## config.mk

```make
export PLATFORM = sky130hd
export DESIGN_NAME = lmc_exec
export DESIGN_NICKNAME = d
export VERILOG_FILES = /design/src/rtl/lmc_pkg.sv /design/src/rtl/lmc_alu.sv /design/src/rtl/lmc_exec.sv
export SDC_FILE = /design/constraint.sdc
export NUM_CORES = 1
export LEC_CHECK = 0
export BUFFER_PORTS_ARGS = -buffer_cell sky130_fd_sc_hd__buf_2
export CORE_AREA = 2 2 78 65
export CTS_CLUSTER_SIZE = 25
export DETAILED_ROUTE_END_ITERATION = 12
export DIE_AREA = 0 0 80 67
export GPL_ROUTABILITY_DRIVEN = 0
export PLACE_DENSITY = 0.8
export SETUP_SLACK_MARGIN = 0.1
export SLEW_MARGIN = 10
export SYNTH_ARGS = -nofsm -noshare
export SYNTH_HDL_FRONTEND = slang
export SYNTH_HIERARCHICAL = 1
export SYNTH_SLANG_ARGS = --single-unit
```

## constraint.sdc

```tcl
create_clock -name timer555 -period 3.1 [get_ports timer555]
set_input_delay 0.31 -clock timer555 [delete_from_list [all_inputs] [get_ports timer555]]
set_output_delay 0.31 -clock timer555 [all_outputs]
set_load 0.05 [all_outputs]
```

## src/rtl/lmc_pkg.sv

```systemverilog
// -----------------------------------------------------------------------------
// lmc_pkg
// Shared definitions for the little-man-computer execution core: default
// address/data widths, the 4-bit opcode constants, the control FSM state
// enumeration and a small helper that splits an instruction word.
// -----------------------------------------------------------------------------
package lmc_pkg;

    localparam int LMC_ADDR_WIDTH = 4;
    localparam int LMC_DATA_WIDTH = 8;

    // Opcodes live in IR[7:4]; anything not listed here executes as a NOP.
    localparam logic [3:0] OP_HLT = 4'h0;
    localparam logic [3:0] OP_ADD = 4'h1;
    localparam logic [3:0] OP_SUB = 4'h2;
    localparam logic [3:0] OP_STA = 4'h3;
    localparam logic [3:0] OP_LDA = 4'h4;
    localparam logic [3:0] OP_INP = 4'h5;
    localparam logic [3:0] OP_OUT = 4'h6;
    localparam logic [3:0] OP_BRA = 4'h8;
    localparam logic [3:0] OP_BRZ = 4'h9;
    localparam logic [3:0] OP_BRP = 4'hA;

    typedef enum logic [2:0] {
        ST_FETCH    = 3'd0,
        ST_EXEC     = 3'd1,
        ST_WAIT_IN  = 3'd2,
        ST_WAIT_OUT = 3'd3,
        ST_HALT     = 3'd4
    } lmc_state_e;

    // Opcode field of an instruction word.
    function automatic logic [3:0] opcode_of(input logic [7:0] ir);
        return ir[7:4];
    endfunction

    // Address/operand field of an instruction word.
    function automatic logic [3:0] operand_of(input logic [7:0] ir);
        return ir[3:0];
    endfunction

endpackage

```

## src/rtl/lmc_alu.sv

```systemverilog
// -----------------------------------------------------------------------------
// lmc_alu
// Purely combinational adder/subtractor for the accumulator path.
//
// Ports
//   a       in  DATA_WIDTH  accumulator value
//   b       in  DATA_WIDTH  memory operand
//   op_sub  in  1           1 = a-b, 0 = a+b
//   result  out DATA_WIDTH  sum or difference
//   borrow  out 1           set when a-b borrows (b > a, unsigned); 0 for add
//
// Build option: macro LMC_EXEC_SAT_EN selects saturating arithmetic (add
// clamps at all-ones, subtract clamps at zero). Without it results wrap.
// The borrow flag is reported identically in both builds.
// -----------------------------------------------------------------------------
module lmc_alu
    import lmc_pkg::*;
#(
    parameter int DATA_WIDTH = LMC_DATA_WIDTH
) (
    input  logic [DATA_WIDTH-1:0] a,
    input  logic [DATA_WIDTH-1:0] b,
    input  logic                  op_sub,
    output logic [DATA_WIDTH-1:0] result,
    output logic                  borrow
);

`ifdef LMC_EXEC_SAT_EN
    localparam bit SAT_EN = 1'b1;
`else
    localparam bit SAT_EN = 1'b0;
`endif

    // One extra bit on each path exposes carry-out and borrow-out.
    logic [DATA_WIDTH:0] sum_ext;
    logic [DATA_WIDTH:0] diff_ext;

    assign sum_ext  = {1'b0, a} + {1'b0, b};
    assign diff_ext = {1'b0, a} - {1'b0, b};

    always_comb begin
        result = sum_ext[DATA_WIDTH-1:0];
        borrow = 1'b0;
        if (op_sub) begin
            borrow = diff_ext[DATA_WIDTH];
            result = diff_ext[DATA_WIDTH-1:0];
            if (SAT_EN && diff_ext[DATA_WIDTH]) begin
                result = '0;
            end
        end else begin
            if (SAT_EN && sum_ext[DATA_WIDTH]) begin
                result = '1;
            end
        end
    end

endmodule

```

## src/rtl/lmc_exec.sv

```systemverilog
// -----------------------------------------------------------------------------
// lmc_exec
// Execution core of a little-man-computer. The program counter and the
// program/data RAMs sit outside; this block fetches the word presented on
// instr, executes it and tells the upstream counter to step or load.
//
// Ports
//   timer555     in   sole clock, rising edge
//   reset_count  in   synchronous active-high reset
//   instr        in   instruction word at the current PC
//   mem_raddr    out  operand read address (IR[3:0])
//   mem_rdata    in   combinational data at mem_raddr
//   mem_we       out  one-cycle write strobe (STA)
//   mem_waddr    out  write address (IR[3:0])
//   mem_wdata    out  write data (accumulator)
//   pc_step      out  one-cycle "advance PC by one" pulse
//   pc_load      out  one-cycle "load pc_target" pulse
//   pc_target    out  branch destination (IR[3:0])
//   in_data/in_valid/in_ack     input port; in_ack pulses on consumption
//   out_data/out_valid/out_ready output port, valid/ready handshake
//   acc, neg, halted            architectural status
//
// Build option: LMC_EXEC_SAT_EN makes ADD/SUB saturate (see lmc_alu).
//
// Every instruction spends one FETCH cycle (IR <= instr) and at least one
// EXEC cycle. The step/load pulse is issued on the completing cycle and the
// FSM then returns to FETCH, so the next instr is sampled after the
// upstream counter has taken the pulse. All strobes are combinational from
// the current state and are forced low while reset_count is high, which
// aborts any pending handshake without acknowledging it.
// -----------------------------------------------------------------------------
module lmc_exec
    import lmc_pkg::*;
#(
    parameter int ADDR_WIDTH = LMC_ADDR_WIDTH,
    parameter int DATA_WIDTH = LMC_DATA_WIDTH
) (
    input  logic                  timer555,
    input  logic                  reset_count,
    input  logic [DATA_WIDTH-1:0] instr,
    output logic [ADDR_WIDTH-1:0] mem_raddr,
    input  logic [DATA_WIDTH-1:0] mem_rdata,
    output logic                  mem_we,
    output logic [ADDR_WIDTH-1:0] mem_waddr,
    output logic [DATA_WIDTH-1:0] mem_wdata,
    output logic                  pc_step,
    output logic                  pc_load,
    output logic [ADDR_WIDTH-1:0] pc_target,
    input  logic [DATA_WIDTH-1:0] in_data,
    input  logic                  in_valid,
    output logic                  in_ack,
    output logic [DATA_WIDTH-1:0] out_data,
    output logic                  out_valid,
    input  logic                  out_ready,
    output logic [DATA_WIDTH-1:0] acc,
    output logic                  neg,
    output logic                  halted
);

    // -------------------------------------------------------------------------
    // State
    // -------------------------------------------------------------------------
    lmc_state_e            state_q, state_d;
    logic [DATA_WIDTH-1:0] ir_q, ir_d;
    logic [DATA_WIDTH-1:0] acc_q, acc_d;
    logic                  neg_q, neg_d;
    logic                  halted_q, halted_d;
    logic [DATA_WIDTH-1:0] out_data_q, out_data_d;
    logic                  out_valid_q, out_valid_d;

    // Raw strobes from the FSM, before reset gating.
    logic step_raw;
    logic load_raw;
    logic we_raw;
    logic ack_raw;

    // Instruction fields. The ISA fixes the opcode in IR[7:4] and the
    // address in IR[3:0] regardless of the configured widths.
    logic [3:0] opcode;
    logic [3:0] operand;

    assign opcode  = opcode_of(ir_q[7:0]);
    assign operand = operand_of(ir_q[7:0]);

    // -------------------------------------------------------------------------
    // Arithmetic
    // -------------------------------------------------------------------------
    logic [DATA_WIDTH-1:0] alu_result;
    logic                  alu_borrow;

    lmc_alu #(
        .DATA_WIDTH (DATA_WIDTH)
    ) u_alu (
        .a      (acc_q),
        .b      (mem_rdata),
        .op_sub (opcode == OP_SUB),
        .result (alu_result),
        .borrow (alu_borrow)
    );

    // -------------------------------------------------------------------------
    // Next-state and strobe logic
    // -------------------------------------------------------------------------
    always_comb begin
        state_d     = state_q;
        ir_d        = ir_q;
        acc_d       = acc_q;
        neg_d       = neg_q;
        halted_d    = halted_q;
        out_data_d  = out_data_q;
        out_valid_d = out_valid_q;
        step_raw    = 1'b0;
        load_raw    = 1'b0;
        we_raw      = 1'b0;
        ack_raw     = 1'b0;

        case (state_q)
            ST_FETCH: begin
                ir_d    = instr;
                state_d = ST_EXEC;
            end

            ST_EXEC: begin
                // Default: single-cycle instruction that steps the PC.
                state_d = ST_FETCH;
                case (opcode)
                    OP_HLT: begin
                        halted_d = 1'b1;
                        state_d  = ST_HALT;
                    end
                    OP_ADD, OP_SUB: begin
                        acc_d    = alu_result;
                        neg_d    = alu_borrow;
                        step_raw = 1'b1;
                    end
                    OP_STA: begin
                        we_raw   = 1'b1;
                        step_raw = 1'b1;
                    end
                    OP_LDA: begin
                        acc_d    = mem_rdata;
                        neg_d    = 1'b0;
                        step_raw = 1'b1;
                    end
                    OP_INP: begin
                        state_d = ST_WAIT_IN;
                    end
                    OP_OUT: begin
                        // out_data is captured here and not touched again
                        // until the handshake completes, so it stays stable.
                        out_data_d  = acc_q;
                        out_valid_d = 1'b1;
                        state_d     = ST_WAIT_OUT;
                    end
                    OP_BRA: begin
                        load_raw = 1'b1;
                    end
                    OP_BRZ: begin
                        if ((acc_q == '0) && !neg_q) begin
                            load_raw = 1'b1;
                        end else begin
                            step_raw = 1'b1;
                        end
                    end
                    OP_BRP: begin
                        if (!neg_q) begin
                            load_raw = 1'b1;
                        end else begin
                            step_raw = 1'b1;
                        end
                    end
                    default: begin
                        step_raw = 1'b1;
                    end
                endcase
            end

            ST_WAIT_IN: begin
                if (in_valid) begin
                    acc_d    = in_data;
                    neg_d    = 1'b0;
                    ack_raw  = 1'b1;
                    step_raw = 1'b1;
                    state_d  = ST_FETCH;
                end
            end

            ST_WAIT_OUT: begin
                // out_valid is high for this whole state; the word transfers
                // in the cycle out_ready is seen, then valid drops.
                if (out_ready) begin
                    out_valid_d = 1'b0;
                    step_raw    = 1'b1;
                    state_d     = ST_FETCH;
                end
            end

            ST_HALT: begin
                state_d = ST_HALT;
            end

            default: begin
                state_d = ST_FETCH;
            end
        endcase
    end

    // -------------------------------------------------------------------------
    // Registers
    // -------------------------------------------------------------------------
    always_ff @(posedge timer555) begin
        if (reset_count) begin
            state_q     <= ST_FETCH;
            ir_q        <= '0;
            acc_q       <= '0;
            neg_q       <= 1'b0;
            halted_q    <= 1'b0;
            out_data_q  <= '0;
            out_valid_q <= 1'b0;
        end else begin
            state_q     <= state_d;
            ir_q        <= ir_d;
            acc_q       <= acc_d;
            neg_q       <= neg_d;
            halted_q    <= halted_d;
            out_data_q  <= out_data_d;
            out_valid_q <= out_valid_d;
        end
    end

    // -------------------------------------------------------------------------
    // Outputs
    // -------------------------------------------------------------------------
    assign pc_step   = step_raw & ~reset_count;
    assign pc_load   = load_raw & ~reset_count;
    assign mem_we    = we_raw   & ~reset_count;
    assign in_ack    = ack_raw  & ~reset_count;

    assign mem_raddr = ADDR_WIDTH'(operand);
    assign mem_waddr = ADDR_WIDTH'(operand);
    assign mem_wdata = acc_q;
    assign pc_target = ADDR_WIDTH'(operand);

    assign out_data  = out_data_q;
    assign out_valid = out_valid_q;
    assign acc       = acc_q;
    assign neg       = neg_q;
    assign halted    = halted_q;

endmodule
```

* Word-level counts from Yosys, hierarchy flattened
Index checks and enable logic that the tools add are counted.
** Storage, ports and cells
- Bits in registers :: 30
- Bits of input ports :: 28
- Output and inout bits :: 43
- Word-level logic and storage cells :: 73
** Operators by class
- Add/subtract/negate cells :: 2
- Equality and inequality tests :: 17
- Mux-type cells :: 28
- Bitwise operators :: 5
- Reduce and logical (&&, ||, !) cells :: 14
** Operators with widths (count)
- case mux 8 bit (2 select lines) :: 2
- 2-to-1 mux 8 bit :: 2
- case mux 3 bit (5 select lines) :: 1
- 2-to-1 mux 1 bit :: 14
- == test 4 x 3 -> 1 bit, second input constant :: 3
- == test 4 bit, second input constant :: 3
- case mux 1 bit (3 select lines) :: 3
- case mux 3 bit (3 select lines) :: 1
- subtractor 8 x 8 -> 9 bit :: 1
- adder 8 bit :: 1
- == test 4 x 2 -> 1 bit, second input constant :: 2
- logical NOT 8 bit :: 1
- == test 3 x 2 -> 1 bit, second input constant :: 2
- 2-to-1 mux 3 bit :: 2
- case mux 1 bit (2 select lines) :: 3
- AND reduction 2 bit :: 3
- AND reduction 3 bit :: 2
- AND 1 bit :: 4
- == test 4 x 1 -> 1 bit, second input constant :: 1
- logical NOT 4 bit :: 1
- != test 2 bit, second input constant :: 2
- nonzero test 2 bit :: 2
- OR reduction 4 bit :: 1
- == test 3 x 1 -> 1 bit, second input constant :: 1
- 8 further kinds :: 8

* Logic depth before layout (Yosys ltp)
Gate-level depths: netlist (run 1).
- Depth in word-level cells :: 6
- Mapped depth :: 11
- Depth with buffers taken out :: 11

* Hierarchy
The synthesis (run 1) kept the hierarchy.
** By module, submodules not included
- lmc_exec :: times used 1, cells each 197, area an instance 1649.1 um2, sequential area each 600.6 um2
- lmc_alu :: times used 1, cells each 92, area an instance 685.7 um2, sequential area each 0.0 um2

* Least setup slack after synthesis (run 1)
OpenSTA, ideal clock, no wires.
- Kind :: register to output
- From :: register state_q[2]
- To :: output mem_we
- Arrival :: 2.359 ns
- Required time :: 2.790 ns
- Slack :: 0.431 ns
- Cell stages (with the launch flop) :: 4
- Buffers on the path :: 1
- Path through :: dfxtp_1 > buf_2 > nor4b_4 > nor4bb_1
** Between the ends
- Longest elaborated chain between the ends :: 3
** RTL lines
- start: declaration :: RTL line lmc_exec.sv:63 : lmc_state_e state_q, state_d;
- start signal: assignment :: RTL line lmc_exec.sv:221 : state_q <= state_d;
- == test 3 x 1 -> 1 bit :: RTL line lmc_exec.sv:117 : case (state_q)
- 2-to-1 mux 1 bit :: RTL line lmc_exec.sv:117
- AND 1 bit :: RTL line lmc_exec.sv:236 : assign mem_we = we_raw & ~reset_count;
- end: declaration :: RTL line lmc_exec.sv:43 : output logic mem_we,
No other way between the ends.

* Worst setup path after layout (run 1)
- From :: register acc_q[0] (netlist: acc[0])
- To :: register acc_q[6] (netlist: acc[6])
** Between the ends
- Longest elaborated chain between the ends :: 4
- Elaborated cells between the ends (all ways) :: 5
- Those cells by class :: add/sub: 2; mux: 3
** RTL lines
- start: declaration :: RTL line lmc_exec.sv:65 : logic [DATA_WIDTH-1:0] acc_q, acc_d;
- start signal: assignment :: RTL line lmc_exec.sv:215 : acc_q <= '0;
- start signal: assignment :: RTL line lmc_exec.sv:223 : acc_q <= acc_d;
- adder 8 bit or subtractor 8 x 8 -> 9 bit (tied branches) :: RTL line lmc_alu.sv:38, lmc_alu.sv:39
- 2-to-1 mux 8 bit * :: RTL line lmc_alu.sv:44 : if (op_sub) begin
- via alu_result[6] :: RTL line lmc_exec.sv:88 : logic [DATA_WIDTH-1:0] alu_result;
- case mux 8 bit (2 select lines) * :: RTL line lmc_exec.sv:126 : case (opcode)
- case mux 8 bit (2 select lines) * :: RTL line lmc_exec.sv:117
The timed path passes the listed nets; every way through them passes the cells marked *.
A chain may end at the register's enable or synchronous reset.

==> results of run 1 <==
[cell families after synthesis]
| family | count (synthesis) | share of synthesized area |
|---|---|---|
| buffers and inverters | 58 | 0.141 |
| AOI/OAI and AO/OA | 69 | 0.192 |
| DFF | 30 | 0.257 |
| adders and majority gates | 18 | 0.103 |
| and+or+nand+nor | 88 | 0.199 |
| muxes | 18 | 0.0772 |
| xor gates and xnor gates | 8 | 0.0300 |
[cell usage in the layout (no fill, tap or decap), drive strengths merged, types with 3 or more instances in the layout]
master / netlist / layout
buf: 34 / 72
nor2: 28 / 28
dfxtp: 30 / 30
clkbuf: 6 / 6
nor4: 3 / 3
mux2i: 18 / 18
xor2: 4 / 4
inv: 17 / 17
ha: 16 / 16
a21oi: 35 / 35
xnor2: 4 / 4
nand2: 24 / 24
a22o: 8 / 8
a211oi: 4 / 4
nand3: 4 / 4
nor3: 5 / 5
o21ai: 6 / 6
[critical path, cell delays in order, from the launching register on]
cell and delay (ns):
dfxtp_1 0.44, inv_1 0.11, ha_1 0.22, fa_1 0.39
nand3b_1 0.19, a21oi_1 0.19, nor4_1 0.08, a211oi_2 0.23
xor2_1 0.09, mux2i_1 0.13, a21oi_1 0.09, a22o_1 0.25
[through the flow]
| step | util | total power, uW |
|---|---|---|
| after CTS | 0.590 | 1570 |
| after detailed placement | 0.558 | 1070 |
| after global routing | 0.590 | 1640 |
| after floorplan | - | 982 |
| final | 0.590 | 1560 |
| after global placement | 0.558 | 1050 |
[final timing paths]
check	start	end	cells past startpoint	slack (ns)
setup / recovery	acc[0]	acc[6]	11	0.58
hold / removal	instr[3]	ir_q[3]	3	0.26
setup reg to reg	acc[0]	acc[6]	11	0.58
hold reg to reg	out_valid	out_valid	2	0.46
[layer usage]
metal,share of wire,wire (um)
met5,0,0
met4,0.013,75
met3,0.082,478
met2,0.45,2600
met1,0.46,2660
[registers in the layout, indices dropped and copies added (netlist names)]
name	cells
state_q	3
out_valid	1
out_data	8
acc	8
halted	1
neg	1
ir_q	8
[cell type report]
class | instances | share of cell area
clock inverter | 2 | 0.0225
sequential | 30 | 0.225
clock buffer | 6 | 0.0310
timing repair buffer | 72 | 0.137
inverter | 18 | 0.0258
multi-input combinational | 201 | 0.530
tap | 60 | 0.0282
[where the power goes]
part | switching [uW] | leakage (uW) | internal [uW]
Clock | 159 | 0.0000714 | 343
Combinational | 382 | 0.000990 | 200
Sequential | 62.2 | 0.000244 | 417
Total | 604 | 0.00131 | 960
==> summary.md, run 1 <==
| Metric | Value |
|---|---|
| Synth top cells by count | `a21oi_1, dfxtp_1, nor2_1, nand2_1, buf_4` |
| CTS Buf Count | `5` |
| Setup crit start kind | `flop` |
| Syn_area_per_cell | `8.08 sq um` |
| Via density | `5.47` |
| # DRC | `0` |
| Worst Tran Pin Value | `0.895 ns` |
| Ports | `71` |
| Setup crit end kind | `flop` |
| Top cell type's share of synthesized area | `0.257` |
| First drt pass iteration count | `4` |
| Die area | `5360 sq um` |
| LEAKAGE | `0.00131 uW` |
| Total Routed Length | `5.82 mm` |
| Number of synthesized flops with an enable pin | `0` |
| Period utilization | `0.813` |
| First-pass GRT wire length | `9.23 mm` |
| Via count | `2126` |
| Worst slew margin | `0.398` |
| Placement Setup Slack | `0.620 ns` |
| Setup violators final | `0` |
| GRT met3 Usage | `0.0407` |
| Setup Fix Bufs, Post-CTS | `0` |
| Syn Nets | `335` |
| Netlist cell types | `54` |
| Layout overhead on the synthesized area | `14.1%` |
| # diodes | `0` |
| Fill cells | `433` |
| Largest net degree at the start of global routing | `29` |
| CTS clk-pin slew, worst paths | `0.07 ns` |
| Post-layout net count | `374` |
| Die span in y | `67 um` |
| Fin crit period | `2.52 ns` |
| Worst-Skew Late Latency | `0.29 ns` |
| Sequential area share after synthesis | `0.257` |
| Post-route cell area | `2660 sq um` |
| Peak supply drop | `0.287 mV` |
| Syn Std Cell Area | `2330 sq um` |
| Placed cells | `381` |
| Max Freq | `397 MHz` |
| Final Hold Slack | `0.259 ns` |
| Register bit total from synthesis | `30` |
| GRT Total Usage | `0.222` |
| Unrepaired setup endpoints after global routing | `false` |
| Async set-reset flop share out of synthesis | `0` |
| Core area | `4510 sq um` |
| Vias in the first global route | `1886` |
| Cell taking the most area after synthesis | `dfxtp_1` |
| CTS Hold Bufs | `0` |
| Area of the multi-input gates | `1410 sq um` |
| HPWL after DPL | `4.22 mm` |
| CP arrival | `2.70 ns` |
| CP Class | `reg2reg` |
| Synth Flop Type | `dfxtp_1` |
| Initial DRC Count | `197` |
| Status | `complete, no violations` |
| Initial Util | `0.517` |
| Root buf cell | `clkbuf_8` |
| Gr ovfl total | `0` |
| Min-Delay Path Class | `in2reg` |
| Non-filler cells, final | `389` |
| Pwr Density | `587 nW/um^2` |
| Max Cap Viol | `0` |
| Row Count | `22` |
| Cell Area, Placed | `2520 sq um` |
| Final Hold Viols | `0` |
| Worst Path Required | `3.28 ns` |
| Max clock buf depth | `2` |
| Met1 Use GR | `0.311` |
| PortBufs | `70` |
| Clock skew | `0.00827 ns` |
| Setup_tns | `0 ns` |
| Layout cells sized above 1 | `0.267` |
| Met2 usage in global routing | `0.346` |
| Htree depth | `2` |
| CTS resizes | `0` |
| Area contributors post-synth | `dfxtp_1, ha_1, mux2i_1, a21oi_1, buf_4` |
| Antenna viol nets, final | `0` |
| Top-count cell post-synth | `a21oi_1` |
| Die X | `80 um` |
| Setup slack after layout | `0.581 ns` |
| TritonCTS clock tree | `built` |
| Warnings from Yosys | `6` |
| Synthesized netlist cell count | `289` |
| Clock sinks | `30` |
| Antenna violations before repair | `0` |
| Final Max Slew Viols | `0` |
| GR peak layer | `met2` |
| WL/cell | `15.0 um` |
| Crit path max fanout | `7` |
| FF/Latch Area | `601 sq um` |
(Power assumes the default switching activity.)
==> run 2: changes to the inputs <==
==> constraint.sdc (replaced) <==
create_clock -name timer555 -period 2.4 [get_ports timer555]
set_input_delay 0.24 -clock timer555 [delete_from_list [all_inputs] [get_ports timer555]]
set_output_delay 0.24 -clock timer555 [all_outputs]
set_load 0.05 [all_outputs]
==> run 2 against run 1 <==
Compared with the run above:
- via count increased by 2.7%
- setup slack got worse by 0.40 ns
- global-route usage increased by 1.0 points
- sequential cell count unchanged
- largest cell class unchanged
- critical path type unchanged
- fmax increased by 13%
==> summary.md, run 2 (synthesis gave the netlist of run 1 again) <==
| Metric | Value |
|---|---|
| Total Routed Length | `5.78 mm` |
| Root buf cell | `clkbuf_8` |
| Antenna viol nets, final | `0` |
| GRT Total Usage | `0.232` |
| Max Cap Viol | `0` |
| Worst slew margin | `0.471` |
| Die area | `5360 sq um` |
| Min-Delay Path Class | `in2reg` |
| Largest net degree at the start of global routing | `19` |
| Post-layout net count | `381` |
| Setup crit end kind | `flop` |
| Worst-Skew Late Latency | `0.28 ns` |
| Worst Tran Pin Value | `0.788 ns` |
| Status | `complete, no violations` |
| Max clock buf depth | `2` |
| First drt pass iteration count | `4` |
| Crit path max fanout | `4` |
| Setup slack after layout | `0.179 ns` |
| Initial DRC Count | `178` |
| LEAKAGE | `0.00131 uW` |
| CP Class | `reg2reg` |
| Peak supply drop | `0.311 mV` |
| Layout cells sized above 1 | `0.307` |
| Setup_tns | `0 ns` |
| HPWL after DPL | `4.32 mm` |
| Die span in y | `67 um` |
| Vias in the first global route | `2041` |
| Initial Util | `0.517` |
| Hold Path Stages | `3` |
| Placement Setup Slack | `0.0541 ns` |
| Worst Path Required | `2.58 ns` |
| Max Freq | `450 MHz` |
| Final Max Slew Viols | `0` |
| Clock sinks | `30` |
| Row Count | `22` |
| Fin crit period | `2.22 ns` |
| Worst r2r path cells | `11` |
| Unrepaired setup endpoints after global routing | `true` |
| Clock skew | `0.00765 ns` |
| Final Hold Viols | `0` |
| Layout overhead on the synthesized area | `15.4%` |
| CTS Buf Count | `5` |
| Gr ovfl total | `0` |
| Ports | `71` |
| Core area | `4510 sq um` |
| Commonest non-fill, non-tap cell in the layout | `buf_2` |
| # diodes | `0` |
| Most frequent cells in the layout | `buf_2, a21oi_1, nor2_1` |
| Setup crit start kind | `flop` |
| First-pass GRT wire length | `9.67 mm` |
| Via density | `5.53` |
| CTS clk-pin slew, worst paths | `0.06 ns` |
| Antenna violations before repair | `0` |
| Setup Fix Bufs, Post-CTS | `0` |
| Via count | `2184` |
| Die X | `80 um` |
| Htree depth | `2` |
| Setup violators final | `0` |
| # DRC | `0` |
| Period utilization | `0.925` |
| PortBufs | `70` |
| WL/cell | `14.6 um` |
| Pwr Density | `660 nW/um^2` |
| TritonCTS clock tree | `built` |
| CTS Hold Bufs | `0` |
| CP arrival | `2.40 ns` |
## run 2: cell count changes in the layout (fill, tap and decap cells not counted), sizes merged
| cell | change |
|---|---|
| clkbuf | +1 |
| bufinv | -2 |
| buf | +7 |
## run 2: area by class of cell
cell class              instances  area, sq um
repair buffers                 79          418
flip-flops and latches         30          609
multi-input cells             201         1450
well taps                      60         75.1
inverters                      18         68.8
clock buffers                   7         76.3
fillers                       433         1820
## run 2: stage by stage
stage	total power (uW)	utilization	instances	instance area (sq um)	hold WS (ns)
2_1_floorplan	1270	-	289	2340	0.376
3_3_place_gp	1380	0.572	388	2580	0.452
3_5_place_dp	1390	0.572	388	2580	0.460
4_1_cts	1780	0.595	395	2690	0.189
5_1_grt	1890	0.597	395	2690	0.182
6_report	1780	0.597	395	2690	0.191
## run 2: repair_timing
item / 4_1_cts / 5_1_grt
setup endpoints to repair: 1 / 3
pin swaps: 10 / 3
gates resized for setup: 8 / 2
## run 2: power by group
| group | leakage [uW] | internal, uW | switching [uW] |
|---|---|---|---|
| Combinational | 0.00102 | 277 | 526 |
| Clock | 0.0000383 | 199 | 181 |
| Sequential | 0.000246 | 539 | 54.6 |
| Total | 0.00131 | 1020 | 762 |
## run 2: final timing paths
kind              from        end  slack, ns
max             acc[0]     acc[6]       0.18
min reg2reg  out_valid  out_valid       0.46
max reg2reg     acc[0]     acc[6]       0.18
min           instr[5]    ir_q[5]       0.19
## run 2: worst max-delay path, stage by stage, from the launching register on
cell and delay, ns:
dfxtp_4 0.37, inv_1 0.06, ha_1 0.21, fa_2 0.35, nand3b_1 0.20, a21oi_2 0.16
nor4_1 0.07, a211oi_2 0.18, xor2_1 0.10, mux2i_1 0.13, a21oi_1 0.08, a22o_1 0.22
## run 2: routing by layer
metal | GRT usage | wire, um | vias to the layer above
met5 | 0 | 0 | -
met4 | 0.0784 | 59 | 0
met3 | 0.0583 | 386 | 7
met2 | 0.352 | 2630 | 78
met1 | 0.320 | 2710 | 1023
li1 | - | - | 1076
